**config.mk**
```make
export PLATFORM = sky130hd
export DESIGN_NAME = instr_sequencer_flat
export DESIGN_NICKNAME = d
export VERILOG_FILES = /design/src/rtl/instr_sequencer_if.sv /design/src/rtl/instr_sequencer.sv /design/src/flat_wrapper.sv
export SDC_FILE = /design/constraint.sdc
export NUM_CORES = 1
export LEC_CHECK = 0
export BUFFER_PORTS_ARGS = -buffer_cell sky130_fd_sc_hd__buf_2
export CAP_MARGIN = 5
export CORE_AREA = 3 3 130 95
export CTS_CLUSTER_SIZE = 10
export DETAILED_ROUTE_END_ITERATION = 12
export DIE_AREA = 0 0 133 98
export PLACE_DENSITY = 0.67
export SETUP_SLACK_MARGIN = 0.1
export SLEW_MARGIN = 15
export SYNTH_ARGS = -nofsm -noshare
export SYNTH_HDL_FRONTEND = slang
export SYNTH_SLANG_ARGS = --single-unit
```
**constraint.sdc**
```tcl
create_clock -name clk -period 4.36 [get_ports clk]
set_clock_uncertainty 0.05 [all_clocks]
set_input_delay 0.218 -clock clk [delete_from_list [all_inputs] [get_ports clk]]
set_output_delay 0.218 -clock clk [all_outputs]
set_load 0.02 [all_outputs]
```
**src/rtl/instr_sequencer_if.sv**
```systemverilog
// Instruction-memory fetch and ALU start/done handshakes between the sequencer and its neighbours.
// The master modport is the sequencer side.
interface instr_sequencer_if #(
    parameter int INSTR_W = 60,
    parameter int PC_W    = 16
);
    logic               imem_req;
    logic [PC_W-1:0]    imem_addr;
    logic               imem_ack;
    logic [INSTR_W-1:0] imem_rdata;
    logic               alu_start;
    logic               alu_done;

    modport master (
        output imem_req, imem_addr, alu_start,
        input  imem_ack, imem_rdata, alu_done
    );

    modport slave (
        input  imem_req, imem_addr, alu_start,
        output imem_ack, imem_rdata, alu_done
    );
endinterface

```
**src/rtl/instr_sequencer.sv**
```systemverilog
// Multi-cycle fetch/decode/execute/writeback sequencer with one instruction in flight.
// Optional macro INSTR_SEQ_RETIRE_CNT_EN adds a 32-bit retired-instruction counter output.
//
// state  | meaning
// IDLE   | waiting for start
// FETCH  | imem_req held with imem_addr=pc until imem_ack
// DECODE | control-unit flags latched from opcode
// EXEC   | jump/branch resolves pc, or alu_start pulse then wait for alu_done
// WB     | reg_we strobe, pc+1
module instr_sequencer #(
    parameter int INSTR_W = 60,
    parameter int PC_W    = 16,
    parameter int IMM_W   = 16
) (
    input  logic               clk,
    input  logic               rst_n,
    input  logic               start,
    input  logic               halt_req,
    instr_sequencer_if.master  bus,
    output logic [3:0]         opcode,
    input  logic               branch_en,
    input  logic               jump_en,
    input  logic               immediate_en,
    input  logic               branch_taken,
    output logic [INSTR_W-1:0] ir,
    output logic               imm_sel,
    output logic               reg_we,
    output logic [PC_W-1:0]    pc,
`ifdef INSTR_SEQ_RETIRE_CNT_EN
    output logic [31:0]        retire_cnt,
`endif
    output logic               busy
);

    typedef enum logic [2:0] {IDLE, FETCH, DECODE, EXEC, WB} state_t;

    state_t          state;
    logic            jmp_flag;
    logic            br_flag;
    logic [PC_W-1:0] imm_zext;
    logic [PC_W-1:0] imm_sext;
    logic [PC_W-1:0] pc_next;
    logic            at_boundary;

    assign opcode        = ir[INSTR_W-1 -: 4];
    assign bus.imem_addr = pc;

    // Jump outranks branch when the control unit raises both.
    always_comb begin
        imm_zext    = PC_W'(ir[IMM_W-1:0]);
        imm_sext    = PC_W'($signed(ir[IMM_W-1:0]));
        at_boundary = (state == WB) || ((state == EXEC) && (jmp_flag || br_flag));
        pc_next     = pc + PC_W'(1);
        if ((state == EXEC) && jmp_flag)
            pc_next = imm_zext;
        else if ((state == EXEC) && br_flag && branch_taken)
            pc_next = pc + imm_sext;
    end

    always_ff @(posedge clk or negedge rst_n) begin
        if (!rst_n) begin
            state         <= IDLE;
            pc            <= '0;
            ir            <= '0;
            jmp_flag      <= 1'b0;
            br_flag       <= 1'b0;
            imm_sel       <= 1'b0;
            reg_we        <= 1'b0;
            busy          <= 1'b0;
            bus.imem_req  <= 1'b0;
            bus.alu_start <= 1'b0;
`ifdef INSTR_SEQ_RETIRE_CNT_EN
            retire_cnt    <= '0;
`endif
        end else begin
            bus.alu_start <= 1'b0;
            reg_we        <= 1'b0;
            case (state)
                IDLE: begin
                    if (start) begin
                        state        <= FETCH;
                        bus.imem_req <= 1'b1;
                        busy         <= 1'b1;
                    end
                end
                FETCH: begin
                    if (bus.imem_ack) begin
                        ir           <= bus.imem_rdata;
                        bus.imem_req <= 1'b0;
                        state        <= DECODE;
                    end
                end
                DECODE: begin
                    jmp_flag      <= jump_en;
                    br_flag       <= branch_en;
                    imm_sel       <= immediate_en;
                    bus.alu_start <= !(jump_en || branch_en);
                    state         <= EXEC;
                end
                EXEC: begin
                    // alu_done is accepted in the alu_start cycle as well
                    if (!jmp_flag && !br_flag && bus.alu_done) begin
                        state  <= WB;
                        reg_we <= 1'b1;
                    end
                end
                WB: ;
                default: state <= IDLE;
            endcase

            if (at_boundary) begin
                pc <= pc_next;
`ifdef INSTR_SEQ_RETIRE_CNT_EN
                retire_cnt <= retire_cnt + 32'd1;
`endif
                if (halt_req) begin
                    state <= IDLE;
                    busy  <= 1'b0;
                end else begin
                    state        <= FETCH;
                    bus.imem_req <= 1'b1;
                end
            end
        end
    end

endmodule

```
**src/flat_wrapper.sv**
```systemverilog
// flat-port wrapper written by rule: the top's interface ports become plain ports
module instr_sequencer_flat 
#(
    parameter int INSTR_W = 60,
    parameter int PC_W    = 16,
    parameter int IMM_W   = 16
)
  (clk, rst_n, start, halt_req, opcode, branch_en, jump_en, immediate_en, branch_taken, ir, imm_sel, reg_we, pc, busy, bus_imem_req, bus_imem_addr, bus_alu_start, bus_imem_ack, bus_imem_rdata, bus_alu_done);
  instr_sequencer_if #(.INSTR_W(INSTR_W), .PC_W(PC_W)) bus_i ();
  input  logic clk;
  input  logic rst_n;
  input  logic start;
  input  logic halt_req;
  output logic [3:0] opcode;
  input  logic branch_en;
  input  logic jump_en;
  input  logic immediate_en;
  input  logic branch_taken;
  output logic [INSTR_W-1:0] ir;
  output logic imm_sel;
  output logic reg_we;
  output logic [PC_W-1:0] pc;
  output logic busy;
  output wire logic [$bits(bus_i.imem_req)-1:0] bus_imem_req;
  output wire logic [$bits(bus_i.imem_addr)-1:0] bus_imem_addr;
  output wire logic [$bits(bus_i.alu_start)-1:0] bus_alu_start;
  input wire logic [$bits(bus_i.imem_ack)-1:0] bus_imem_ack;
  input wire logic [$bits(bus_i.imem_rdata)-1:0] bus_imem_rdata;
  input wire logic [$bits(bus_i.alu_done)-1:0] bus_alu_done;
  assign bus_imem_req = bus_i.imem_req;
  assign bus_imem_addr = bus_i.imem_addr;
  assign bus_alu_start = bus_i.alu_start;
  assign bus_i.imem_ack = bus_imem_ack;
  assign bus_i.imem_rdata = bus_imem_rdata;
  assign bus_i.alu_done = bus_alu_done;
  instr_sequencer #(.INSTR_W(INSTR_W), .PC_W(PC_W), .IMM_W(IMM_W)) u_core (.clk(clk), .rst_n(rst_n), .start(start), .halt_req(halt_req), .bus(bus_i), .opcode(opcode), .branch_en(branch_en), .jump_en(jump_en), .immediate_en(immediate_en), .branch_taken(branch_taken), .ir(ir), .imm_sel(imm_sel), .reg_we(reg_we), .pc(pc), .busy(busy));
endmodule
```
Word level (Yosys, flattened, before mapping)
Index checks and enable logic that the tools add are counted.
W data, S select, Z words.
{"block": "classes", "div_mod_pow": 0, "n_mul": 0, "shifts": 0, "muxes": 20, "n_addsub": 2, "order_cmp": 0, "eq_ne": 8, "n_reduce_logical": 15, "bitwise": 0}
{"cell": "$mux W16", "count": 2}
{"cell": "$add A16 B1 Y16 const B", "count": 1}
{"cell": "$add A16 B16 Y16", "count": 1}
{"cell": "$pmux W3 S5", "count": 1}
{"cell": "$mux W1", "count": 12}
{"cell": "$mux W3", "count": 4}
{"cell": "$ne A3 B2 Y1 const B", "count": 3}
{"cell": "$eq A3 B2 Y1 const B", "count": 2}
{"cell": "$logic_and A1 B1 Y1", "count": 6}
{"cell": "$reduce_and A4 Y1", "count": 1}
{"cell": "$eq A3 B1 Y1 const B", "count": 1}
{"cell": "$eq A3 B3 Y1 const B", "count": 1}
{"cell": "$logic_not A1 Y1", "count": 3}
{"cell": "$logic_not A3 Y1", "count": 1}
{"cell": "$logic_or A1 B1 Y1", "count": 3}
{"cell": "$ne A2 B1 Y1 const B", "count": 1}
{"cell": "$pmux W1 S2", "count": 1}
{"cell": "$reduce_and A2 Y1", "count": 1}
{"block": "word_totals", "output_inout_bits": 101, "romBits": 0, "regBits": 86, "latch_bits": 0, "mem_bits_rw": 0, "memories": 0}

Longest topological paths before layout
{"block": "logic_depth", "depth_word": 6, "ltp_mapped": 15}

Worst setup path before layout
Ideal clock, no wire load.
{"block": "synth_path", "path_kind": "register to register", "startpoint": "reg u_core.state[2]", "endpoint": "reg u_core.pc[12] (netlist: u_core.bus.imem_addr[12])", "setup_slack_ns": 1.265, "n_path_buf": 2, "period_less_slack_ns": 3.095, "t_required_ns": 4.180, "t_arrival_ns": 2.915, "path_stages_with_launch": 15, "cell_sequence": "dfrtp_1 buf_2 nor3b_4 and3_1 buf_2 nand2b_1 ha_1 fa_1 a21oi_1 o21ai_0 a21o_1 a311oi_2 o21bai_1 xnor2_1 o21ai_0"}
{"block": "synth_via", "elab_chain_len": 5, "elab_cells_between_ends": 9, "cone_classes": "eq/ne: 2; mux: 2; reduce/logical: 5"}
{"item": "start: declaration", "line": "instr_sequencer.sv:37", "rtl": "state_t state;"}
{"item": "start signal: assignment", "line": "instr_sequencer.sv:62", "rtl": "state <= IDLE;"}
{"item": "start signal: assignment", "line": "instr_sequencer.sv:81", "rtl": "state <= FETCH;"}
{"item": "start signal: assignment", "line": "instr_sequencer.sv:90", "rtl": "state <= DECODE;"}
{"item": "$eq A3 B2 Y1", "line": "instr_sequencer.sv:52, instr_sequencer.sv:54, instr_sequencer.sv:56"}
{"item": "$logic_and A1 B1 Y1 (2 in a row)", "line": "instr_sequencer.sv:56", "rtl": "else if ((state == EXEC) && br_flag && branch_taken)"}
{"item": "$mux W16", "line": "instr_sequencer.sv:56"}
{"item": "$mux W16", "line": "instr_sequencer.sv:54", "rtl": "if ((state == EXEC) && jmp_flag)"}
{"item": "end signal: assignment", "line": "instr_sequencer.sv:112", "rtl": "pc <= pc_next;"}
{"item": "end: declaration", "line": "instr_sequencer.sv:28", "rtl": "output logic [PC_W-1:0] pc,"}
Parallel ways exist; a longest one is shown, timed or not.
A chain may end at the register's enable or synchronous reset.

Worst setup path after layout
{"block": "layout_path", "startpoint": "reg u_core.state[1]", "endpoint": "reg u_core.pc[12] (netlist: u_core.bus.imem_addr[12])"}
The elaborated chain is that of the path after synthesis.

==> impl_metrics.env <==
export IMPL_cts_sinks=86
export IMPL_met1_length_mm=4.809
export IMPL_syn_area_um2=4428
export IMPL_syn_to_final_growth_pct=26.39
export IMPL_fp_dieW_um=133
export IMPL_hold_path_startpoint="bus_imem_rdata[36]"
export IMPL_met3_wirelength_mm=1.053
export IMPL_period_needed_ns=3.487
export IMPL_wl_met2_mm=4.732
export IMPL_routabilityCongestion=0.8263
export IMPL_setup_tns_ns=0
export IMPL_yosysWarnings=0
export IMPL_grt_pass1_wl_mm=18.28
export IMPL_clock_latency_ns=0.35
export IMPL_worst_hold_path_endpoint="u_core.ir[36]"
export IMPL_drt_pass1_iterations=4
export IMPL_antenna_left=0
export IMPL_grt_pass1_vias=3612
export IMPL_synth_avg_cell_area_um2=11.50
export IMPL_worst_path_max_fanout=18
export IMPL_drive_above_1_share=0.4917
export IMPL_end_kind="flop"
export IMPL_rrSetupSlack_ns=0.87
export IMPL_postCtsHoldBufs=3
export IMPL_start_kind="flop"
export IMPL_vias=3447
export IMPL_synth_top_area_cell="dfrtp_1"
export IMPL_finalHoldViolCount=0
export IMPL_tightest_slew_ns=0.6658
export IMPL_cts_max_path_buffers=2
export IMPL_totalWireLength_mm=10.71
export IMPL_synth_area_leaders="dfrtp_1 49%, mux2_2 15%, ha_1 4.2%"
export IMPL_final_common_cell="buf_2"
export IMPL_antenna_found_initial=1
export IMPL_rsz0062_at_grt="false"
export IMPL_wire_per_inst_um=15.43
export IMPL_drcViolationCount=0
export IMPL_cts_setup_buffers=0
export IMPL_drv_cap=0
export IMPL_final_cell_mix="169 x buf_2, 86 x dfrtp_1, 58 x mux2_2"
export IMPL_grt_usage=0.1744
export IMPL_r2r_cells=13
export IMPL_vdd_ir_drop_max_uv=388.3
export IMPL_worst_r2r_endpoint="u_core.bus.imem_addr[12]"
export IMPL_ys_ff_latch=86
export IMPL_synthCells=385
export IMPL_cts_made_buffers=9
export IMPL_htree_num_levels=3
export IMPL_worstPathRequired_ns=4.53
export IMPL_ys_seq_area_frac=0.4860
export IMPL_worst_setup_path_type="flop to flop"
export IMPL_ys_types=53
export IMPL_viasPerCell=4.967
export IMPL_die_h_um=98
export IMPL_outcome="complete, no violations"
export IMPL_synthesis_nets=471
export IMPL_die_area_um2=13030
export IMPL_netlist_area_leader_share=0.4860
export IMPL_io_pin_count=171
export IMPL_grt_max_degree=53
export IMPL_clk_pin_slew_ns=0.07
export IMPL_nets=622
export IMPL_max_freq_mhz=286.8
export IMPL_r2r_start="u_core.state[1]"
export IMPL_cts_tree="built"
export IMPL_portBuffers=170
export IMPL_cts_resized=0
export IMPL_ctsRootBufferMaster="clkbuf_16"
export IMPL_num_rows=32
export IMPL_maxSlewViolCount=0
export IMPL_overflow=0
export IMPL_setup_violations=0
export IMPL_drt_iter0_markers=137
export IMPL_hold_path_depth=2
export IMPL_arrival_ns=3.65
export IMPL_hpwlAfterDp_mm=8.072
export IMPL_start_util=0.4022
export IMPL_p_per_area_nw_per_um2=837.4
export IMPL_power_mw=4.687
export IMPL_cellLeakagePower_nw=2.736
export IMPL_relSlewSlack=0.5561
export IMPL_period_share=0.7998
export IMPL_antenna_cells=0
export IMPL_highest_layer="met5"
export IMPL_core_area_um2=11010
export IMPL_min_delay_path_class="primary input to flop"
==> final cells by class <==
| class | instances | area [µm²] |
|---|---|---|
| clock buffers | 10 | 239.0 |
| clock inverters | 6 | 75.07 |
| fillers | 1013 | 5414 |
| inverters | 6 | 22.52 |
| multi-input cells | 256 | 2003 |
| flip-flops and latches | 86 | 2152 |
| well taps | 153 | 191.4 |
| repair buffers | 177 | 913.4 |
==> worst max path at each step <==
stage	endpoint	from	cells past startpoint	slack [ns]
after floorplan	u_core.bus.imem_addr[12]	u_core.state[2]	14	1.26
after global placement	u_core.bus.imem_addr[12]	u_core.state[2]	13	1.0
after detailed placement	u_core.bus.imem_addr[12]	u_core.state[2]	13	0.86
after CTS	u_core.bus.imem_addr[12]	u_core.state[1]	13	0.86
after global routing	u_core.bus.imem_addr[10]	u_core.state[1]	13	0.57
final	u_core.bus.imem_addr[12]	u_core.state[1]	13	0.87
==> stage by stage <==
stage	setup WS, ns	cell area (µm²)	util	cells	hold slack, ns
final	0.8731	5597	0.5083	694	0.03554
after global routing	0.5710	5597	0.5083	694	0.01945
after CTS	0.8574	5597	0.5083	694	0.01834
after detailed placement	0.8599	5253	0.4770	675	0.2591
after global placement	0.9993	5253	0.4770	675	0.2572
after floorplan	1.265	4428	-	385	-0.1276
==> synthesized netlist by cell type, drive strengths merged <==
cell type / n
o21a: 1
a21o: 6
inv: 6
a22oi: 5
mux2i: 3
clkbuf: 3
ha: 15
nor2: 28
nor4b: 1
xnor2: 6
nand2b: 1
or4b: 1
a41oi: 1
nand3b: 1
o211a: 1
nor2b: 2
mux2: 63
buf: 34
o21ai: 13
a211oi: 2
and3: 5
nor3: 5
or3: 3
and2: 15
fa: 1
o211ai: 1
o21bai: 2
o31ai: 2
a21oi: 25
or2b: 1
or2: 2
a22o: 1
nand2: 20
a31oi: 6
dfrtp: 86
nand4b: 1
nand4: 1
nand3: 7
a311oi: 1
o22ai: 3
nor3b: 2
xor2: 2
==> power by group <==
part / switching, mW / internal, mW
Combinational: 1.40 / 0.977
Sequential: 0.313 / 1.19
Clock: 0.333 / 0.470
==> flip-flops by register name, summed over array words and instances, names as in the netlist <==
register / cells
u_core.ir: 60
u_core.jmp_flag: 1
u_core.bus.imem_req: 1
u_core.imm_sel: 1
u_core.state: 3
u_core.br_flag: 1
u_core.busy: 1
u_core.reg_we: 1
u_core.bus.imem_addr: 16
u_core.bus.alu_start: 1
==> per-layer routing <==
| metal | up-vias | global-route usage |
|---|---|---|
| met5 | - | 0 |
| li1 | 1658 | - |
| met3 | 10 | 0.07518 |
| met1 | 1656 | 0.2244 |
| met4 | 2 | 0.06070 |
| met2 | 121 | 0.2640 |
==> logic make-up after synthesis <==
group | share of synthesized area
AOI/OAI and AO/OA | 0.1034
xor gates and xnor gates | 0.01582
adders and majority gates | 0.04691
buffers and inverters | 0.06160
DFF | 0.4860
muxes | 0.1670
and+or+nand+nor | 0.1192
==> worst max-delay path, cell delays in order, from the launching register on <==
cell      delay, ns
dfrtp_1        0.51
nor3b_4        0.39
and3_1         0.20
buf_4          0.21
nand2b_1       0.08
ha_1           0.21
fa_1           0.41
a21oi_1        0.23
o21ai_0        0.12
a21o_1         0.23
a311oi_2       0.35
o21bai_1       0.15
xnor2_1        0.14
o21ai_0        0.08
No activity file was read; power rests on OpenSTA's default activity.
